### src/rtl/cpu_if_pkg.sv
// Shared types and default parameters for the CPU interface arbiter slice.
package cpu_if_pkg;

  localparam int unsigned ARB_NUM_REQ_DEFAULT        = 4;
  localparam int unsigned ARB_TIMEOUT_CYCLES_DEFAULT = 255;

  typedef enum logic [1:0] {
    ARB_IDLE  = 2'd0,
    ARB_ISSUE = 2'd1,
    ARB_WAIT  = 2'd2
  } arb_state_e;

  typedef enum logic {
    OP_READ  = 1'b0,
    OP_WRITE = 1'b1
  } cpu_op_e;

endpackage

### src/rtl/cpu_if_rr_picker.sv
// Combinational round-robin picker: first requesting index at or above rr_ptr,
// wrapping modulo NUM_REQ (exact for non-power-of-2 counts).
module cpu_if_rr_picker
  import cpu_if_pkg::*;
#(
  parameter int unsigned NUM_REQ = ARB_NUM_REQ_DEFAULT,
  localparam int unsigned IDX_W  = $clog2(NUM_REQ)
) (
  input  logic [NUM_REQ-1:0] req,
  input  logic [IDX_W-1:0]   rr_ptr,
  output logic [NUM_REQ-1:0] winner_onehot,
  output logic [IDX_W-1:0]   winner_idx,
  output logic               valid
);

  logic [IDX_W-1:0]   cand_idx [NUM_REQ];
  logic [NUM_REQ-1:0] cand_hit;

  // Candidate gi is the index gi positions past rr_ptr; the extra sum bit
  // holds up to 2*NUM_REQ-2 so the wrap is a single conditional subtract.
  for (genvar gi = 0; gi < NUM_REQ; gi++) begin : g_cand
    logic [IDX_W:0] sum;
    assign sum          = {1'b0, rr_ptr} + (IDX_W+1)'(gi);
    assign cand_idx[gi] = (sum >= (IDX_W+1)'(NUM_REQ)) ?
                          IDX_W'(sum - (IDX_W+1)'(NUM_REQ)) : sum[IDX_W-1:0];
    assign cand_hit[gi] = req[cand_idx[gi]];
  end

  always_comb begin
    winner_idx    = '0;
    winner_onehot = '0;
    valid         = |cand_hit;
    for (int k = NUM_REQ - 1; k >= 0; k--) begin
      if (cand_hit[k]) winner_idx = cand_idx[k];
    end
    if (valid) winner_onehot[winner_idx] = 1'b1;
  end

endmodule

### src/rtl/cpu_if_arbiter.sv
// Round-robin arbiter sharing one CPU interface controller among NUM_REQ requesters.
// Optional watchdog enabled by defining CPU_IF_ARB_TIMEOUT_EN.
module cpu_if_arbiter
  import cpu_if_pkg::*;
#(
  parameter int unsigned NUM_REQ        = ARB_NUM_REQ_DEFAULT,
  parameter int unsigned TIMEOUT_CYCLES = ARB_TIMEOUT_CYCLES_DEFAULT
) (
  input  logic               clk,
  input  logic               reset_n,
  input  logic [NUM_REQ-1:0] req_read,
  input  logic [NUM_REQ-1:0] req_write,
  output logic [NUM_REQ-1:0] req_done,
  output logic [NUM_REQ-1:0] req_err,
  output logic [NUM_REQ-1:0] grant,
  output logic               if_read,
  output logic               if_write,
  input  logic               if_ready,
  input  logic               if_access_complete,
  output logic               if_abort
);

  localparam int unsigned IDX_W = $clog2(NUM_REQ);

  arb_state_e         state_reg, state_next;
  cpu_op_e            op_reg, op_next;
  logic [NUM_REQ-1:0] grant_reg, grant_next;
  logic [NUM_REQ-1:0] done_reg, done_next;
  logic [IDX_W-1:0]   owner_reg, owner_next;
  logic [IDX_W-1:0]   rr_ptr_reg, rr_ptr_next, rr_ptr_inc;
  logic [NUM_REQ-1:0] req_any, pick_onehot;
  logic [IDX_W-1:0]   pick_idx;
  logic               pick_valid;
  logic               timeout_hit;

  assign req_any = req_read | req_write;

  cpu_if_rr_picker #(
    .NUM_REQ (NUM_REQ)
  ) u_picker (
    .req           (req_any),
    .rr_ptr        (rr_ptr_reg),
    .winner_onehot (pick_onehot),
    .winner_idx    (pick_idx),
    .valid         (pick_valid)
  );

  assign rr_ptr_inc = (owner_reg == IDX_W'(NUM_REQ - 1)) ? '0 : owner_reg + 1'b1;

`ifdef CPU_IF_ARB_TIMEOUT_EN
  localparam int unsigned CNT_W = $clog2(TIMEOUT_CYCLES + 1);

  logic [CNT_W-1:0]   wait_cnt_reg;
  logic [NUM_REQ-1:0] err_reg;
  logic               abort_reg;
  logic               timeout_fire;

  // Counter is zero in the first ARB_WAIT cycle, so the watchdog fires after
  // exactly TIMEOUT_CYCLES wait cycles.
  always_ff @(posedge clk or negedge reset_n) begin
    if (!reset_n) begin
      wait_cnt_reg <= '0;
    end else if (state_reg == ARB_ISSUE) begin
      wait_cnt_reg <= '0;
    end else if (state_reg == ARB_WAIT) begin
      wait_cnt_reg <= wait_cnt_reg + 1'b1;
    end
  end

  assign timeout_hit  = (state_reg == ARB_WAIT) &&
                        (wait_cnt_reg == CNT_W'(TIMEOUT_CYCLES - 1));
  assign timeout_fire = timeout_hit && !if_access_complete;

  always_ff @(posedge clk or negedge reset_n) begin
    if (!reset_n) begin
      err_reg   <= '0;
      abort_reg <= 1'b0;
    end else begin
      err_reg   <= timeout_fire ? grant_reg : '0;
      abort_reg <= timeout_fire;
    end
  end

  assign req_err  = err_reg;
  assign if_abort = abort_reg;
`else
  assign timeout_hit = 1'b0;
  assign req_err     = '0;
  assign if_abort    = 1'b0;
`endif

  always_ff @(posedge clk or negedge reset_n) begin
    if (!reset_n) begin
      state_reg  <= ARB_IDLE;
      op_reg     <= OP_READ;
      grant_reg  <= '0;
      done_reg   <= '0;
      owner_reg  <= '0;
      rr_ptr_reg <= '0;
    end else begin
      state_reg  <= state_next;
      op_reg     <= op_next;
      grant_reg  <= grant_next;
      done_reg   <= done_next;
      owner_reg  <= owner_next;
      rr_ptr_reg <= rr_ptr_next;
    end
  end

  always_comb begin
    state_next  = state_reg;
    op_next     = op_reg;
    grant_next  = grant_reg;
    owner_next  = owner_reg;
    rr_ptr_next = rr_ptr_reg;
    done_next   = '0;
    unique case (state_reg)
      ARB_IDLE: begin
        if (if_ready && pick_valid) begin
          state_next = ARB_ISSUE;
          grant_next = pick_onehot;
          owner_next = pick_idx;
          op_next    = req_write[pick_idx] ? OP_WRITE : OP_READ;
        end
      end
      ARB_ISSUE: state_next = ARB_WAIT;
      // if_ready is deliberately not looked at here: it lags the strobe.
      ARB_WAIT: begin
        if (if_access_complete || timeout_hit) begin
          state_next  = ARB_IDLE;
          grant_next  = '0;
          rr_ptr_next = rr_ptr_inc;
          if (if_access_complete) done_next = grant_reg;
        end
      end
      default: state_next = ARB_IDLE;
    endcase
  end

  assign grant    = grant_reg;
  assign req_done = done_reg;
  assign if_read  = (state_reg == ARB_ISSUE) && (op_reg == OP_READ);
  assign if_write = (state_reg == ARB_ISSUE) && (op_reg == OP_WRITE);

endmodule

### config.mk
export PLATFORM = sky130hd
export DESIGN_NAME = cpu_if_arbiter
export DESIGN_NICKNAME = d
export VERILOG_FILES = /design/src/rtl/cpu_if_pkg.sv /design/src/rtl/cpu_if_rr_picker.sv /design/src/rtl/cpu_if_arbiter.sv
export SDC_FILE = /design/constraint.sdc
export NUM_CORES = 1
export LEC_CHECK = 0
export ABC_AREA = 1
export CORE_MARGIN = 10
export CORE_UTILIZATION = 49
export CTS_BUF_LIST = sky130_fd_sc_hd__clkbuf_16
export DETAILED_ROUTE_END_ITERATION = 16
export PLACE_DENSITY = 0.83
export SYNTH_ARGS = -nofsm -noshare
export SYNTH_HDL_FRONTEND = slang
export SYNTH_SLANG_ARGS = --single-unit
### constraint.sdc
create_clock -name clk -period 3.5 [get_ports clk]
set_clock_uncertainty 0.05 [all_clocks]
set_input_delay 0.7 -clock clk [delete_from_list [all_inputs] [get_ports clk]]
set_output_delay 0.7 -clock clk [all_outputs]
set_load 0.005 [all_outputs]
After elaboration in Yosys (flattened, before gate mapping). Index checks and enable logic that the tools add are counted.

Bits in registers: 15. Output and inout port bits: 15. Word-level logic and storage cells: 73. Input port bits: 12.

Reductions and logical operators: 11. Eq/ne operators: 5. Add/subtract/negate cells: 8. Mux-type cells: 31. Order comparisons: 10. Bitwise logic cells: 2.

Operators with widths (number): 2-bit 2-to-1 mux (11); 4-bit 2-to-1 mux (5); 2-bit by 3-bit < comparator with 1-bit output (second input constant) (5); 1-bit binary-select mux with 2-bit select (5); 3-bit greater-or-equal comparator (second input constant) (3); 4-bit one-hot mux with 2 select lines (1); 2-bit by 1-bit subtractor with 2-bit output (second input constant) (4); 1-bit 2-to-1 mux (7); 2-bit by 2-bit adder with 3-bit output (second input constant) (2); 2-bit one-hot mux with 3 select lines (1); 2-bit AND reduction (3); 2-bit == test (second input constant) (2); 1-bit logical AND (4); 2-bit inequality test (second input constant) (2); 4-bit bitwise OR (1); 4-bit OR reduction (1); 2-bit by 1-bit adder with 3-bit output (second input constant) (1); 2-bit by 3-bit greater-or-equal comparator with 1-bit output (second input constant) (1); 3-bit AND reduction (1); 2-bit by 1-bit adder with 2-bit output (second input constant) (1); 1-bit demux with 2-bit select (1); 2-bit by 1-bit == test with 1-bit output (second input constant) (1); 2-bit by 1-bit greater-or-equal comparator with 1-bit output (second input constant) (1); 2-bit logical NOT (1); 2 further kinds (2).

Logic depth before layout (Yosys ltp).
Depth in word-level cells: 16. Mapped depth: 15. Depth with buffers taken out: 14.

Cells and area by module. From an unflattened synthesis, not the netlist that was laid out.

Cells, all modules: 136. Area, all modules: 984.7 um2.

By module, submodules not included: cpu_if_arbiter (cells an instance 84, area an instance 737.0 um2, sequential area each 375.4 um2, instances 1); cpu_if_rr_picker (cells an instance 52, area an instance 247.7 um2, sequential area each 0.0 um2, instances 1).

Worst setup path before layout. No wires, ideal clock.

Path type: in2reg. Start: input port req_write[1]. End: register op_reg. Data arrival time: 1.640 ns. Setup slack: 1.693 ns. Data required time: 3.333 ns. Setup time: 0.117 ns. Buffers on the path: 0. Stages: 14. Cell sequence: nor2_1 -> nand2_1 -> nand3_1 -> o21ai_1 -> inv_1 -> nand2_1 -> nand2_2 -> nand2_4 -> nand2_2 -> nand2_1 -> nand2_1 -> nand2_1 -> nand2_1 -> nand2_1.

Cells in the longest elaborated chain, start to end: 10. Elaborated cells on any way between the ends: 19. Classes of those cells: mux (15); bitwise (1); reduce/logical (3).

Ends and longest elaborated chain: start, declared (line cpu_if_arbiter.sv:12) `input logic [NUM_REQ-1:0] req_write,`; 4-bit bitwise OR (line cpu_if_arbiter.sv:36) `assign req_any = req_read | req_write;`; 1-bit binary-select mux with 2-bit select (line cpu_if_rr_picker.sv:26) `assign cand_hit[gi] = req[cand_idx[gi]];`; 1-bit 2-to-1 mux (implied by the code) (line cpu_if_rr_picker.sv:26); 2-bit 2-to-1 mux (4 in series) (line cpu_if_rr_picker.sv:34) `if (cand_hit[k]) winner_idx = cand_idx[k];`; 1-bit binary-select mux with 2-bit select (line cpu_if_arbiter.sv:123) `op_next = req_write[pick_idx] ? OP_WRITE : OP_READ;`; 1-bit 2-to-1 mux (implied by the code) (line cpu_if_arbiter.sv:123); 1-bit 2-to-1 mux (line cpu_if_arbiter.sv:123); end signal, assigned (line cpu_if_arbiter.sv:102) `op_reg <= op_next;`; end, declared (line cpu_if_arbiter.sv:26) `cpu_op_e op_reg, op_next;`.

Parallel ways exist; a longest one is shown, timed or not. The select of a mux whose other input is x is not followed. A chain may end at the register's enable or synchronous reset.

Final worst setup path. Ends and elaborated chain as after synthesis.

==> results.txt <==
The die height is 62.3 um. The number of global-route vias before repair is 771. The data arrival time at the worst-slack endpoint is 2.28 ns. The combinational family with the most area after synthesis is simple AND/OR/NAND/NOR gates. The mean routed wirelength per cell came out at 13.0 um. Counting along the longest clock path gives a buffer depth of 2. The number of iterations in the first detailed-routing pass is 4. STA classifies the critical path endpoint as a flop.

On the worst path, the slowest cell contributes a delay of 0.41 ns. Of the post-synthesis cell area, the part taken by muxes is 0%. The via-per-instance ratio came out at 4.93.

The total DRC errors in the routed layout is 0. The most used flip-flop cell after synthesis is sky130_fd_sc_hd__dfrtp_1. The synthesized netlist contains 23 unique library cells. The cell chosen for the clock root is sky130_fd_sc_hd__clkbuf_16. The total internal power came out at 565 uW. The number of antenna diodes in the final layout is 0.

In the final layout, the share of cells above drive strength 1 is 9.35%. The number of gates resized after CTS was 0. At the worst endpoint, the required time is 3.57 ns.

The count of buffers added by post-CTS timing repair for setup came out at 0. For this run, asynchronously set or reset flops after synthesis account for 100%. The number of cell rows came out at 15. Detailed placement finished with a half-perimeter wire length of 1590 um.

The number of sinks on the clock net came out at 15. The worst register-to-register path ends at grant[1]$_DFFE_PN0P_. The pin slew with the least headroom to its limit is 0.658 ns.

The adder-cell share of the synthesized area is 1.42%. The placed cell count came out at 160. The reg-to-reg setup timing slack is 1.61 ns.

The critical path starts at req_write[1]. The wire length on met1 came out at 835 um. The chip width came out at 62.3 um. The number of synthesized register bits is 15. The clock latency on the worst-skew pair is 0.24 ns. The number of max-slew violations in the final report came to 0. Summing the areas of all compound-gate instances in the mapped netlist gives 4.99% of the synthesized area.

In this run, the number of DRC markers left after iteration 0 of detailed routing was 27. The overall power came out at 968 uW. The startpoint identified for the worst register-to-register timing path is rr_ptr_reg[0]$_DFFE_PN0P_. STA classifies the critical path startpoint as an input pin. The clock network power share is 22.3%.

The synthesis warning total is 0. VDD sags by at most 0.000508 V. The combinational cell fraction of total power is 48.3%. The number of enable-type register cells in the synthesized netlist came out at 0. The detailed-routed wire length on met2 came out at 1090 um. The remaining antenna violation count came out at 0.

The post-route setup TNS is 0 ns. The length of routed met3 wiring came out at 143 um. The library cell appearing most often on the critical path is sky130_fd_sc_hd__nand2_1. Setup repair after global routing left no endpoint under its margin.

The maximum clock rate came out at 452 MHz. The global-route wire length before repair came out at 3470 um. The filler cell count in the final layout is 139.

Summing the areas of all xor and xnor instances in the mapped netlist gives 1.99% of the synthesized area. The library cells used most frequently in the layout, excluding fill and tap cells, are sky130_fd_sc_hd__nand2_1, sky130_fd_sc_hd__clkdlybuf4s50_1, sky130_fd_sc_hd__nor2_1. Traced cell by cell, the critical path runs through clkdlybuf4s50_1 > nor2_1 > nand2_1 > nand3_1 > o21ai_1 > inv_1 > nand2_1 > nand2_2 > nand2_4 > nand2_2 > nand2_1 > nand2_1 > nand2_1 > nand2_1 > nand2_1. The sequential group share of total power came out at 29.4%. The largest net degree at the start of global routing is 16.

The switching power as a share of total power is 41.6%. The most common cell after layout, fill and taps aside is sky130_fd_sc_hd__nand2_1. Dividing the final minimum period by the clock period gives 63.3%. The number of antenna violations at the first check in global routing is 0. The path class of the tightest hold or removal check is reg2reg. The number of cells produced by synthesis came out at 116.

The worst slew margin relative to its limit is 56.0%. The I/O pin count came out at 27. The total power density per cell area came out at 831 nW/um2. The worst path needs 2.21 ns of the cycle, external delays included.

The register clock-pin slew on the reported worst setup and hold paths came out at 0.05 ns. The tool flagged a number of max-cap violations equal to 0. The placeable core region is 1710 um2. The cell depth of the worst hold path is 1. The vias after detailed routing is 808.

The signed area change from the synthesized netlist to the final layout is 32.6%. The number of cells traversed by the worst register-to-register path is 9. The CTS tree is done. The startpoint identified for the worst hold timing path is owner_reg[0]$_DFFE_PN0P_. The total length of routed wires came out at 2120 um. The highest net fanout along the worst path came out at 5. The number of nets at the end of the flow came out at 153. The critical path class is in2reg.

The die covers 3890 um2. The total clock buffers created by CTS came out at 3. The static power due to leakage came out at 0.000584 uW. The run finished with clean final reports. The number of buffer and inverter stages on the critical path is 2. The initial utilization of the core area, before any placement, comes to 51.4%.

The detailed router used layers up to and including met4. The register area share after synthesis came out at 42.7%. The number of hold-repair buffers added at the cts stage came out at 0. The number of setup violations in the final report came out at 0. The number of cells in the finished layout apart from fillers is 164. The synthesized area divided by synthesized cell count came out at 7.57 um2.

The final cell utilization of the core came out at 68.2%. For hold timing, the worst endpoint is rr_ptr_reg[0]$_DFFE_PN0P_. The cell with the biggest individual delay on the critical path is sky130_fd_sc_hd__clkdlybuf4s50_1. The number of H-tree branching levels is 1. Of the total synthesized cell area, the portion taken by AND, OR, NAND and NOR gates is 37.0%.

Port buffering added 21 buffers. The netlist area before placement is 878 um2. The power dissipated by switching net loads came out at 403 uW. The global placer's final weighted congestion is 0.813.

The count of endpoints failing hold in the final timing report came out at 0. The total congestion overflow after global routing came out at 0. The global router's overall resource usage came out at 10.5%. In this design, the largest share of critical-path delay is due to simple AND/OR/NAND/NOR gates.
-- how the worst max path moves through the flow --
stage | end | slack [ns] | depth (start not counted)
after floorplan | op_reg$_DFFE_PN0P_ | 1.69 | 14
after global placement | op_reg$_DFFE_PN0P_ | 1.14 | 15
after detailed placement | op_reg$_DFFE_PN0P_ | 1.08 | 15
after CTS | op_reg$_DFFE_PN0P_ | 1.29 | 15
after global routing | op_reg$_DFFE_PN0P_ | 1.12 | 15
final | op_reg$_DFFE_PN0P_ | 1.29 | 15
-- power groups by stage --
stage	Combinational (uW)	Clock [uW]	Sequential (uW)
3_5_place_dp	454	0	286
3_3_place_gp	441	0	283
2_1_floorplan	361	0	261
5_1_grt	525	233	292
4_1_cts	465	220	284
6_report	468	216	284
-- cells by family after synthesis --
| group | count (synthesis) |
|---|---|
| and+or+nand+nor | 70 |
| xor gates and xnor gates | 2 |
| AOI/OAI and AO/OA | 8 |
| buffers and inverters | 19 |
| other | 1 |
| adders and majority gates | 1 |
| DFF | 15 |
-- cell type report --
type / instances / area [um2] / area share, %
clock buffer: 3 / 75.1 / 6.44
clock inverter: 1 / 3.75 / 0.322
inverter: 13 / 51.3 / 4.40
multi-input combinational: 86 / 418 / 35.9
sequential: 15 / 375 / 32.2
tap: 25 / 31.3 / 2.69
timing repair buffer: 21 / 210 / 18.0
-- cell usage after synthesis (all sizes together) (5+ instances only) --
cell type  number  area, um2
nor2           17       66.3
o21ai           5       25.0
dfrtp          15        375
inv            13       51.3
nand3          17        100
nand2          34        143
buf             6       48.8
-- layer usage --
layer  global-route usage, %  vias to the layer above
met3                    3.05                        4
met1                    11.3                      376
met4                    5.31                        0
met5                       0                        -
li1                        -                      399
met2                    18.3                       29
-- through the flow --
step	setup slack [ns]	area (um2)	hold WS [ns]
CTS	1.29	1160	0.435
detailed placement	1.08	1090	0.430
floorplan	1.69	893	0.354
finish	1.29	1160	0.433
global placement	1.14	1090	0.423
global route	1.12	1160	0.453
(Power assumes the default switching activity.)
